## config.mk

```make
export PLATFORM = sky130hd
export DESIGN_NAME = seg_scan_ctrl_flat
export DESIGN_NICKNAME = d
export VERILOG_FILES = /design/src/rtl/seg_scan_ctrl_if.sv /design/src/rtl/seg_scan_ctrl.sv /design/src/flat_wrapper.sv
export SDC_FILE = /design/constraint.sdc
export NUM_CORES = 1
export LEC_CHECK = 0
export ABC_AREA = 1
export ABC_CLOCK_PERIOD_IN_PS = 2500
export CORE_ASPECT_RATIO = 1.2
export CORE_UTILIZATION = 60
export CTS_CLUSTER_SIZE = 24
export DETAILED_ROUTE_END_ITERATION = 10
export GPL_TIMING_DRIVEN = 0
export PLACE_DENSITY = 0.87
export SYNTH_ARGS = -nofsm -noshare
export SYNTH_HDL_FRONTEND = slang
export SYNTH_SLANG_ARGS = --single-unit
```

## constraint.sdc

```tcl
create_clock -name clk -period 2.5 [get_ports clk]
set_input_delay 0.5 -clock clk [delete_from_list [all_inputs] [get_ports clk]]
set_output_delay 0.5 -clock clk [all_outputs]
set_load 0.005 [all_outputs]
```

## src/rtl/seg_scan_ctrl_if.sv

```systemverilog
// seg_scan_ctrl_if: signal bundle between the digit/message encoders
// (master) and the seven-segment scanner (slave).
interface seg_scan_ctrl_if #(
    parameter int DIGITS = 8
);
    logic [DIGITS*8-1:0] digit_data;
    logic                load;
    logic [DIGITS-1:0]   blink_mask;
    logic [2:0]          bright;
    logic [DIGITS-1:0]   seg_en;
    logic [7:0]          seg_out0;
    logic [7:0]          seg_out1;
    logic                frame_tick;

    modport master (
        output digit_data, load, blink_mask, bright,
        input  seg_en, seg_out0, seg_out1, frame_tick
    );

    modport slave (
        input  digit_data, load, blink_mask, bright,
        output seg_en, seg_out0, seg_out1, frame_tick
    );
endinterface

```

## src/rtl/seg_scan_ctrl.sv

```systemverilog
// seg_scan_ctrl: time-multiplexed seven-segment scanner with a scan
// prescaler, frame-synchronous shadow loading, 8-level PWM brightness and
// optional per-digit blinking.
// Optional feature macro: SEG_SCAN_BLINK_EN (compiles in the blink frame
// counter and masking; when undefined blink_mask is ignored).
module seg_scan_ctrl #(
    parameter int DIGITS       = 8,
    parameter int SLOT_DIV     = 12500,
    parameter int BLINK_FRAMES = 64
) (
    input logic            clk,
    input logic            rst_n,
    seg_scan_ctrl_if.slave bus
);
    localparam int PW = (SLOT_DIV > 1) ? $clog2(SLOT_DIV) : 1;
    localparam int IW = $clog2(DIGITS);
    localparam logic [PW-1:0]     PRESC_MAX = PW'(SLOT_DIV - 1);
    localparam logic [IW-1:0]     IDX_MAX   = IW'(DIGITS - 1);
    localparam logic [IW-1:0]     IDX_HALF  = IW'(DIGITS / 2);
    localparam logic [DIGITS-1:0] EN_ONE    = DIGITS'(1);

    // Scan counters
    logic [PW-1:0] r_presc;
    logic [2:0]    r_phase;
    logic [IW-1:0] r_idx;
    logic          r_bnd_p1;

    // Load path: pending buffer and the shadow copy that is displayed
    logic [DIGITS-1:0][7:0] r_pending;
    logic                   r_pend_flag;
    logic [DIGITS-1:0][7:0] r_shadow;

    // Registered outputs
    logic [DIGITS-1:0] r_seg_en;
    logic [7:0]        r_seg_out0;
    logic [7:0]        r_seg_out1;
    logic              r_frame_tick;

    logic                   w_presc_wrap;
    logic                   w_phase_wrap;
    logic                   w_boundary;
    logic                   w_blank;
    logic                   w_lit;
    logic [7:0]             w_pat;
    logic [DIGITS-1:0][7:0] w_data;

    assign w_data       = bus.digit_data;
    assign w_presc_wrap = (r_presc == PRESC_MAX);
    assign w_phase_wrap = w_presc_wrap && (r_phase == 3'd7);
    assign w_boundary   = w_phase_wrap && (r_idx == IDX_MAX);
    assign w_pat        = r_shadow[r_idx];
    assign w_lit        = (r_phase <= bus.bright) && !w_blank;

    // Prescaler -> PWM phase -> digit index chain; remember boundary for frame_tick
    always_ff @(posedge clk or negedge rst_n) begin
        if (!rst_n) begin
            r_presc  <= '0;
            r_phase  <= '0;
            r_idx    <= '0;
            r_bnd_p1 <= 1'b0;
        end else begin
            r_presc <= w_presc_wrap ? '0 : r_presc + 1'b1;
            if (w_presc_wrap) begin
                r_phase <= r_phase + 3'd1;
            end
            if (w_phase_wrap) begin
                r_idx <= (r_idx == IDX_MAX) ? '0 : r_idx + 1'b1;
            end
            r_bnd_p1 <= w_boundary;
        end
    end

    // Tear-free load: buffer mid-frame, commit to shadow only at the frame boundary
    always_ff @(posedge clk or negedge rst_n) begin
        if (!rst_n) begin
            r_pending   <= '0;
            r_pend_flag <= 1'b0;
            r_shadow    <= '0;
        end else if (w_boundary) begin
            if (bus.load) begin
                r_shadow <= w_data;
            end else if (r_pend_flag) begin
                r_shadow <= r_pending;
            end
            r_pend_flag <= 1'b0;
        end else if (bus.load) begin
            r_pending   <= w_data;
            r_pend_flag <= 1'b1;
        end
    end

`ifdef SEG_SCAN_BLINK_EN
    localparam int FW = (BLINK_FRAMES > 1) ? $clog2(BLINK_FRAMES) : 1;
    localparam logic [FW-1:0] FRAME_MAX = FW'(BLINK_FRAMES - 1);

    logic [FW-1:0] r_frame;
    logic          r_blink_phase;

    // Count whole frames and flip the blink phase every BLINK_FRAMES frames
    always_ff @(posedge clk or negedge rst_n) begin
        if (!rst_n) begin
            r_frame       <= '0;
            r_blink_phase <= 1'b0;
        end else if (w_boundary) begin
            if (r_frame == FRAME_MAX) begin
                r_frame       <= '0;
                r_blink_phase <= ~r_blink_phase;
            end else begin
                r_frame <= r_frame + 1'b1;
            end
        end
    end

    assign w_blank = r_blink_phase && bus.blink_mask[r_idx];
`else
    logic w_unused_blink;
    assign w_unused_blink = ^{bus.blink_mask, BLINK_FRAMES[0]};
    assign w_blank        = 1'b0;
`endif

    // Drive one-hot enable and the owning bank; both banks dark when not lit
    always_ff @(posedge clk or negedge rst_n) begin
        if (!rst_n) begin
            r_seg_en     <= '0;
            r_seg_out0   <= '0;
            r_seg_out1   <= '0;
            r_frame_tick <= 1'b0;
        end else begin
            r_frame_tick <= r_bnd_p1;
            if (w_lit) begin
                r_seg_en <= EN_ONE << r_idx;
                if (r_idx < IDX_HALF) begin
                    r_seg_out0 <= w_pat;
                    r_seg_out1 <= 8'h00;
                end else begin
                    r_seg_out0 <= 8'h00;
                    r_seg_out1 <= w_pat;
                end
            end else begin
                r_seg_en   <= '0;
                r_seg_out0 <= 8'h00;
                r_seg_out1 <= 8'h00;
            end
        end
    end

    assign bus.seg_en     = r_seg_en;
    assign bus.seg_out0   = r_seg_out0;
    assign bus.seg_out1   = r_seg_out1;
    assign bus.frame_tick = r_frame_tick;
endmodule

```

## src/flat_wrapper.sv

```systemverilog
// flat-port wrapper written by rule: the top's interface ports become plain ports
module seg_scan_ctrl_flat 
#(
    parameter int DIGITS       = 8,
    parameter int SLOT_DIV     = 12500,
    parameter int BLINK_FRAMES = 64
)
  (clk, rst_n, bus_digit_data, bus_load, bus_blink_mask, bus_bright, bus_seg_en, bus_seg_out0, bus_seg_out1, bus_frame_tick);
  seg_scan_ctrl_if #(.DIGITS(DIGITS)) bus_i ();
  input logic clk;
  input logic rst_n;
  input wire logic [$bits(bus_i.digit_data)-1:0] bus_digit_data;
  input wire logic [$bits(bus_i.load)-1:0] bus_load;
  input wire logic [$bits(bus_i.blink_mask)-1:0] bus_blink_mask;
  input wire logic [$bits(bus_i.bright)-1:0] bus_bright;
  output wire logic [$bits(bus_i.seg_en)-1:0] bus_seg_en;
  output wire logic [$bits(bus_i.seg_out0)-1:0] bus_seg_out0;
  output wire logic [$bits(bus_i.seg_out1)-1:0] bus_seg_out1;
  output wire logic [$bits(bus_i.frame_tick)-1:0] bus_frame_tick;
  assign bus_i.digit_data = bus_digit_data;
  assign bus_i.load = bus_load;
  assign bus_i.blink_mask = bus_blink_mask;
  assign bus_i.bright = bus_bright;
  assign bus_seg_en = bus_i.seg_en;
  assign bus_seg_out0 = bus_i.seg_out0;
  assign bus_seg_out1 = bus_i.seg_out1;
  assign bus_frame_tick = bus_i.frame_tick;
  seg_scan_ctrl #(.DIGITS(DIGITS), .SLOT_DIV(SLOT_DIV), .BLINK_FRAMES(BLINK_FRAMES)) u_core (.clk(clk), .rst_n(rst_n), .bus(bus_i));
endmodule
```

# == After elaboration in Yosys (flattened, before gate mapping) ==
# Cells that the tools add are included.
# word_totals
ff_bits,175
input_bits,78
output_inout_bits,25
wordCells,55
# classes
n_addsub,3
magnitude_cmp,3
eq_ne,3
shifts,1
muxes,13
n_bitwise,1
reduce_logical,6
# op_table
cell,n
2-to-1 mux 64 bit,2
2-to-1 mux 8 bit,6
binary-select mux 8 bit (select 3 bit),1
"adder 14 x 1 -> 14 bit, second input constant",1
"equality test 14 bit, second input constant",1
2-to-1 mux 14 bit,1
"<< shifter 1 x 3 -> 8 bit, first input constant",1
"adder 3 x 1 -> 3 bit, second input constant",2
"equality test 3 bit, second input constant",2
"< comparator 3 x 4 -> 1 bit, second input constant",1
AND reduction 2 bit,2
nonzero test 2 bit,2
<= comparator 3 bit,1
"< comparator 3 bit, second input constant",1
2-to-1 mux 3 bit,1
logical AND 1 bit,2
2-to-1 mux 1 bit,2
NOT 1 bit,1

# == Longest topological paths before layout ==
# depth
word_depth,5
ltp_mapped,9
mapped_depth_nobuf,8

# == Least setup slack after synthesis ==
# Ideal clock, no wire load.
# synth_timing
path_kind,input-to-reg
start,input bus_load
end,register u_core.r_shadow[10] (netlist name)
arrival_ns,1.527
t_required_ns,2.382
path_slack_ns,0.855
cell_stages,6
n_path_buf,3
path_cell_list,clkbuf_1 buf_2 buf_2 mux2_2 nand3_1 nand2_1
# synth_via
elab_chain_cells,2
# synth_rtl
element,line,rtl
start: declaration,flat_wrapper.sv:13,input wire logic [$bits(bus_i.load)-1:0] bus_load;
nonzero test 2 bit (no line),-,
AND reduction 2 bit (no line),-,
end signal: assignment,seg_scan_ctrl.sv:81,r_shadow <= w_data;
end signal: assignment,seg_scan_ctrl.sv:83,r_shadow <= r_pending;
end: declaration,seg_scan_ctrl.sv:31,logic [DIGITS-1:0][7:0] r_shadow;
# Several ways; a longest one is shown, not always the timed one.
# A chain may end at the register's enable or synchronous reset.

# == Worst setup path in the final report ==
# layout_timing
start,input bus_bright[2]
end,"register u_core.r_seg_out1[6], in the netlist u_core.bus.seg_out1[6]"
# layout_via
elab_chain_cells,2
# layout_rtl
element,line,rtl
start: declaration,flat_wrapper.sv:15,input wire logic [$bits(bus_i.bright)-1:0] bus_bright;
<= comparator 3 bit,seg_scan_ctrl.sv:52,assign w_lit = (r_phase <= bus.bright) && !w_blank;
2-to-1 mux 8 bit,seg_scan_ctrl.sv:130,if (w_lit) begin
end signal: assignment,seg_scan_ctrl.sv:137,r_seg_out1 <= w_pat;
end: declaration,seg_scan_ctrl.sv:36,logic [7:0] r_seg_out1;
# Every way passes these cells.

==> impl_metrics.prom <==
# TYPE chip_impl_metric gauge
chip_impl_info{name="result_of_the_run",value="complete, no violations"} 1
chip_impl_info{name="synth_area_leaders",value="sky130_fd_sc_hd__dfrtp_1 52%, sky130_fd_sc_hd__nand2_1 13%, sky130_fd_sc_hd__mux2_2 8.5%"} 1
chip_impl_metric{name="avgViaCountPerCell",unit=""} 5.66
chip_impl_info{name="path_class",value="in -> reg"} 1
chip_impl_metric{name="leakagePower",unit="nW"} 5.14
chip_impl_metric{name="power.ir.vdd_worst",unit="mV"} 0.618
chip_impl_info{name="setup.worst_path.end",value="u_core.bus.seg_out1[6]"} 1
chip_impl_metric{name="synthesis.area_per_instance",unit="um^2"} 8.81
chip_impl_info{name="rsz_0062_raised_after_global_routing",value="false"} 1
chip_impl_metric{name="postRouteWirelength",unit="um"} 20300
chip_impl_metric{name="fin_nets",unit=""} 1161
chip_impl_metric{name="post-cts-setup-buffer-count",unit=""} 0
chip_impl_metric{name="netlist_area",unit="mm^2"} 0.00844
chip_impl_metric{name="worstSetupPathDepth",unit=""} 9
chip_impl_metric{name="placement.setup.worst_slack",unit="ps"} -72.5
chip_impl_metric{name="initial_utilization",unit=""} 0.613
chip_impl_metric{name="required",unit="ps"} 2770
chip_impl_metric{name="layout-area-overhead-vs-synth",unit="%"} 21.3
chip_impl_info{name="crit_top_cell",value="sky130_fd_sc_hd__nand2_1"} 1
chip_impl_metric{name="dp.final_hpwl",unit="um"} 13400
chip_impl_metric{name="clock.fmax",unit="MHz"} 465
chip_impl_info{name="tritoncts",value="built"} 1
chip_impl_metric{name="swShare",unit=""} 0.222
chip_impl_metric{name="total_die_area",unit="mm^2"} 0.0145
chip_impl_metric{name="die_h",unit="um"} 132
chip_impl_metric{name="gr-usage-met1",unit=""} 0.402
chip_impl_metric{name="wire_length_of_the_first_global_routing_pass",unit="um"} 33900
chip_impl_info{name="critPathSlowestCell",value="sky130_fd_sc_hd__clkdlybuf4s50_1"} 1
chip_impl_metric{name="gr-usage-met2",unit=""} 0.482
chip_impl_metric{name="grt_max_degree",unit=""} 101
chip_impl_info{name="gr-max-usage-layer",value="met2"} 1
chip_impl_metric{name="drt-wirelength-per-cell",unit="um"} 16.2
chip_impl_metric{name="n_antenna_cell",unit=""} 0
chip_impl_metric{name="finish.cell_count_without_fillers",unit=""} 1255
chip_impl_metric{name="power.share.clock",unit=""} 0.448
chip_impl_info{name="timing.critical_path.max_delay_family",value="buffers and inverters"} 1
chip_impl_metric{name="setup_slack",unit="ps"} 351
chip_impl_metric{name="final_core_util",unit=""} 0.744
chip_impl_metric{name="synth-seq-cells",unit=""} 175
chip_impl_metric{name="dr_total_vias",unit=""} 7107
chip_impl_metric{name="design.core.area",unit="mm^2"} 0.0138
chip_impl_metric{name="antenna_violating_nets_post_route",unit=""} 0
chip_impl_info{name="clockRootBuffer",value="sky130_fd_sc_hd__clkbuf_16"} 1
chip_impl_info{name="worstSetupStartpoint",value="bus_bright[2]"} 1
chip_impl_metric{name="drive_gt1_frac",unit=""} 0.131
chip_impl_metric{name="gr-usage-all-layers",unit=""} 0.303
chip_impl_metric{name="tritoncts.num_buffers",unit=""} 17
chip_impl_info{name="critical_path.reg2reg.startpoint",value="u_core.r_phase[2]"} 1
chip_impl_metric{name="initial_detailed_routing_violation_count",unit=""} 654
chip_impl_metric{name="rrSetupSlack",unit="ps"} 500
chip_impl_metric{name="gp_congestion",unit=""} 0.850
chip_impl_metric{name="timing.final.max_slew_violations",unit=""} 0
chip_impl_metric{name="numPortBuffers",unit=""} 93
chip_impl_metric{name="power.total",unit="mW"} 6.29
chip_impl_metric{name="timing.clock.skew",unit="ps"} 7.54
chip_impl_metric{name="min_clock_period_post_route",unit="ps"} 2150
chip_impl_info{name="critPathLaunchType",value="input pin"} 1
chip_impl_metric{name="p_comb_frac",unit=""} 0.079
chip_impl_metric{name="cap_viol_max_count",unit=""} 0
chip_impl_metric{name="switching_power",unit="mW"} 1.40
chip_impl_metric{name="grt_antenna_before_repair",unit=""} 0
chip_impl_metric{name="vias_in_the_first_global_route",unit=""} 7143
chip_impl_metric{name="cp_data_arrival_time",unit="ps"} 2420
chip_impl_metric{name="timing_worst_slew_pin_value",unit="ps"} 653
chip_impl_metric{name="place_inst",unit=""} 1223
chip_impl_metric{name="clk-insertion-delay-late",unit="ps"} 440
chip_impl_metric{name="fin_worst_hold_slack",unit="ps"} 26.8
chip_impl_info{name="netlist.top_cell.by_area",value="sky130_fd_sc_hd__dfrtp_1"} 1
chip_impl_metric{name="area_share_of_the_largest_cell_type_after_synthesis",unit=""} 0.519
chip_impl_metric{name="cts_htree_levels",unit=""} 4
chip_impl_info{name="endpoint_kind",value="register"} 1
chip_impl_info{name="layout_commonest_cell",value="sky130_fd_sc_hd__nand2_1"} 1
chip_impl_metric{name="timing.final.crit_share",unit=""} 0.860
chip_impl_metric{name="cts_hold_buffers",unit=""} 0
chip_impl_metric{name="report.final.setup_viol",unit=""} 0
chip_impl_metric{name="crit_path_max_incr_delay",unit="ps"} 450
chip_impl_metric{name="post_cts_resize_count",unit=""} 0
chip_impl_metric{name="floorplan_row_count",unit=""} 47
chip_impl_metric{name="total_congestion_overflow_after_global_routing",unit=""} 0
chip_impl_metric{name="yosysWarningCount",unit=""} 0
chip_impl_metric{name="drcViolationCount",unit=""} 0
chip_impl_metric{name="crit_path_max_fanout",unit=""} 10
chip_impl_metric{name="timing.critical_path.buf_inv",unit=""} 3
chip_impl_metric{name="reg2regPathDepth",unit=""} 7
chip_impl_info{name="worstHoldPathType",value="in -> async"} 1
chip_impl_metric{name="synth.yosys.seq_area_share",unit=""} 0.519
chip_impl_info{name="most-common-layout-cells",value="294 x sky130_fd_sc_hd__nand2_1, 175 x sky130_fd_sc_hd__dfrtp_1, 138 x sky130_fd_sc_hd__nand3_1"} 1
chip_impl_metric{name="detail_route.first_pass.iterations",unit=""} 5
chip_impl_metric{name="yosysUniqueCellTypes",unit=""} 29
chip_impl_metric{name="synthesis.nets",unit=""} 1048
chip_impl_metric{name="cts.sink_count",unit=""} 175
chip_impl_metric{name="design.portCount",unit=""} 103
chip_impl_metric{name="finalHoldViolCount",unit=""} 0
chip_impl_metric{name="netlist_instances",unit=""} 958
chip_impl_metric{name="headroom_to_the_max_slew_limit",unit=""} 0.565
chip_impl_metric{name="cts.path.max_buffers",unit=""} 2
chip_impl_metric{name="path_clk_slew",unit="ps"} 60
chip_impl_info{name="critical_path.cell_chain",value="clkdlybuf4s50_1 -> inv_1 -> ha_1 -> nand2_1 -> o21ai_0 -> nand2_1 -> nand2_1 -> clkbuf_1 -> a21oi_1"} 1
chip_impl_metric{name="power_per_cell_area",unit="mW/mm^2"} 615
chip_impl_metric{name="sequentialPowerShare",unit=""} 0.473
chip_impl_metric{name="grt_util_met3",unit=""} 0.0643
chip_impl_info{name="r2r_end",value="u_core.bus.seg_out1[6]"} 1
chip_impl_metric{name="overall_die_width",unit="um"} 110
chip_impl_metric{name="internal_power",unit="mW"} 4.89
-- cell usage after synthesis (all sizes together) --
cell type	number
mux2	64
buf	39
nor4	1
nor2	101
o21ai	39
nand4	5
clkinv	1
xor2	5
ha	12
dfrtp	175
clkbuf	20
inv	35
a21oi	17
nor3	9
nand3	139
or2	1
nand2	295
-- worst min-delay path by stage --
stage	cells past startpoint	start	to
3_3_place_gp	0	u_core.r_bnd_p1	u_core.bus.frame_tick
6_report	1	rst_n	u_core.r_presc[11]
5_1_grt	1	rst_n	u_core.r_presc[11]
4_1_cts	1	rst_n	u_core.r_presc[11]
2_1_floorplan	0	rst_n	u_core.bus.frame_tick
3_5_place_dp	0	u_core.r_bnd_p1	u_core.bus.frame_tick
-- cells by family after synthesis --
family | after synthesis | share of synthesized area
and+or+nand+nor | 551 | 0.278
DFF | 175 | 0.519
buffers and inverters | 95 | 0.0615
muxes | 64 | 0.0854
AOI/OAI and AO/OA | 56 | 0.0332
adders and majority gates | 12 | 0.0178
xor gates and xnor gates | 5 | 0.00519
-- layer usage --
metal  vias to the layer above  share of wire
li1                       3340              -
met1                      3433           0.41
met2                       291           0.50
met3                        43          0.064
met4                         0          0.024
met5                         -              0
-- flip-flops by register name (all words and copies together), names as in the netlist --
register               count
u_core.r_pend_flag         1
u_core.r_shadow           64
u_core.bus.seg_out1        8
u_core.bus.frame_tick      1
u_core.r_idx               3
u_core.r_pending          64
u_core.r_phase             3
u_core.r_presc            14
u_core.bus.seg_en          8
u_core.r_bnd_p1            1
u_core.bus.seg_out0        8
-- per-stage QoR --
| stage | setup TNS (ps) | cell area (um^2) |
|---|---|---|
| 6_report | 0 | 10200 |
| 5_1_grt | 0 | 10200 |
| 4_1_cts | 0 | 10200 |
| 3_5_place_dp | -502 | 9610 |
| 3_3_place_gp | -1058690 | 9580 |
| 2_1_floorplan | 0 | 8440 |
-- power groups by stage --
stage | Sequential (mW) | Clock [mW] | Combinational, mW
final | 2.97 | 2.82 | 0.497
after global routing | 2.98 | 2.93 | 0.549
after CTS | 2.97 | 2.84 | 0.499
after detailed placement | 3.02 | 0 | 0.494
after global placement | 3.02 | 0 | 0.478
after floorplan | 3.01 | 0 | 0.247
-- layout make-up --
class | instances | area [um^2]
timing repair buffer | 94 | 963
sequential | 175 | 4380
multi-input combinational | 688 | 3540
fill | 952 | 3520
tap | 171 | 214
clock buffer | 21 | 460
buffer | 59 | 384
clock inverter | 11 | 163
inverter | 36 | 135
(Power assumes the default switching activity.)
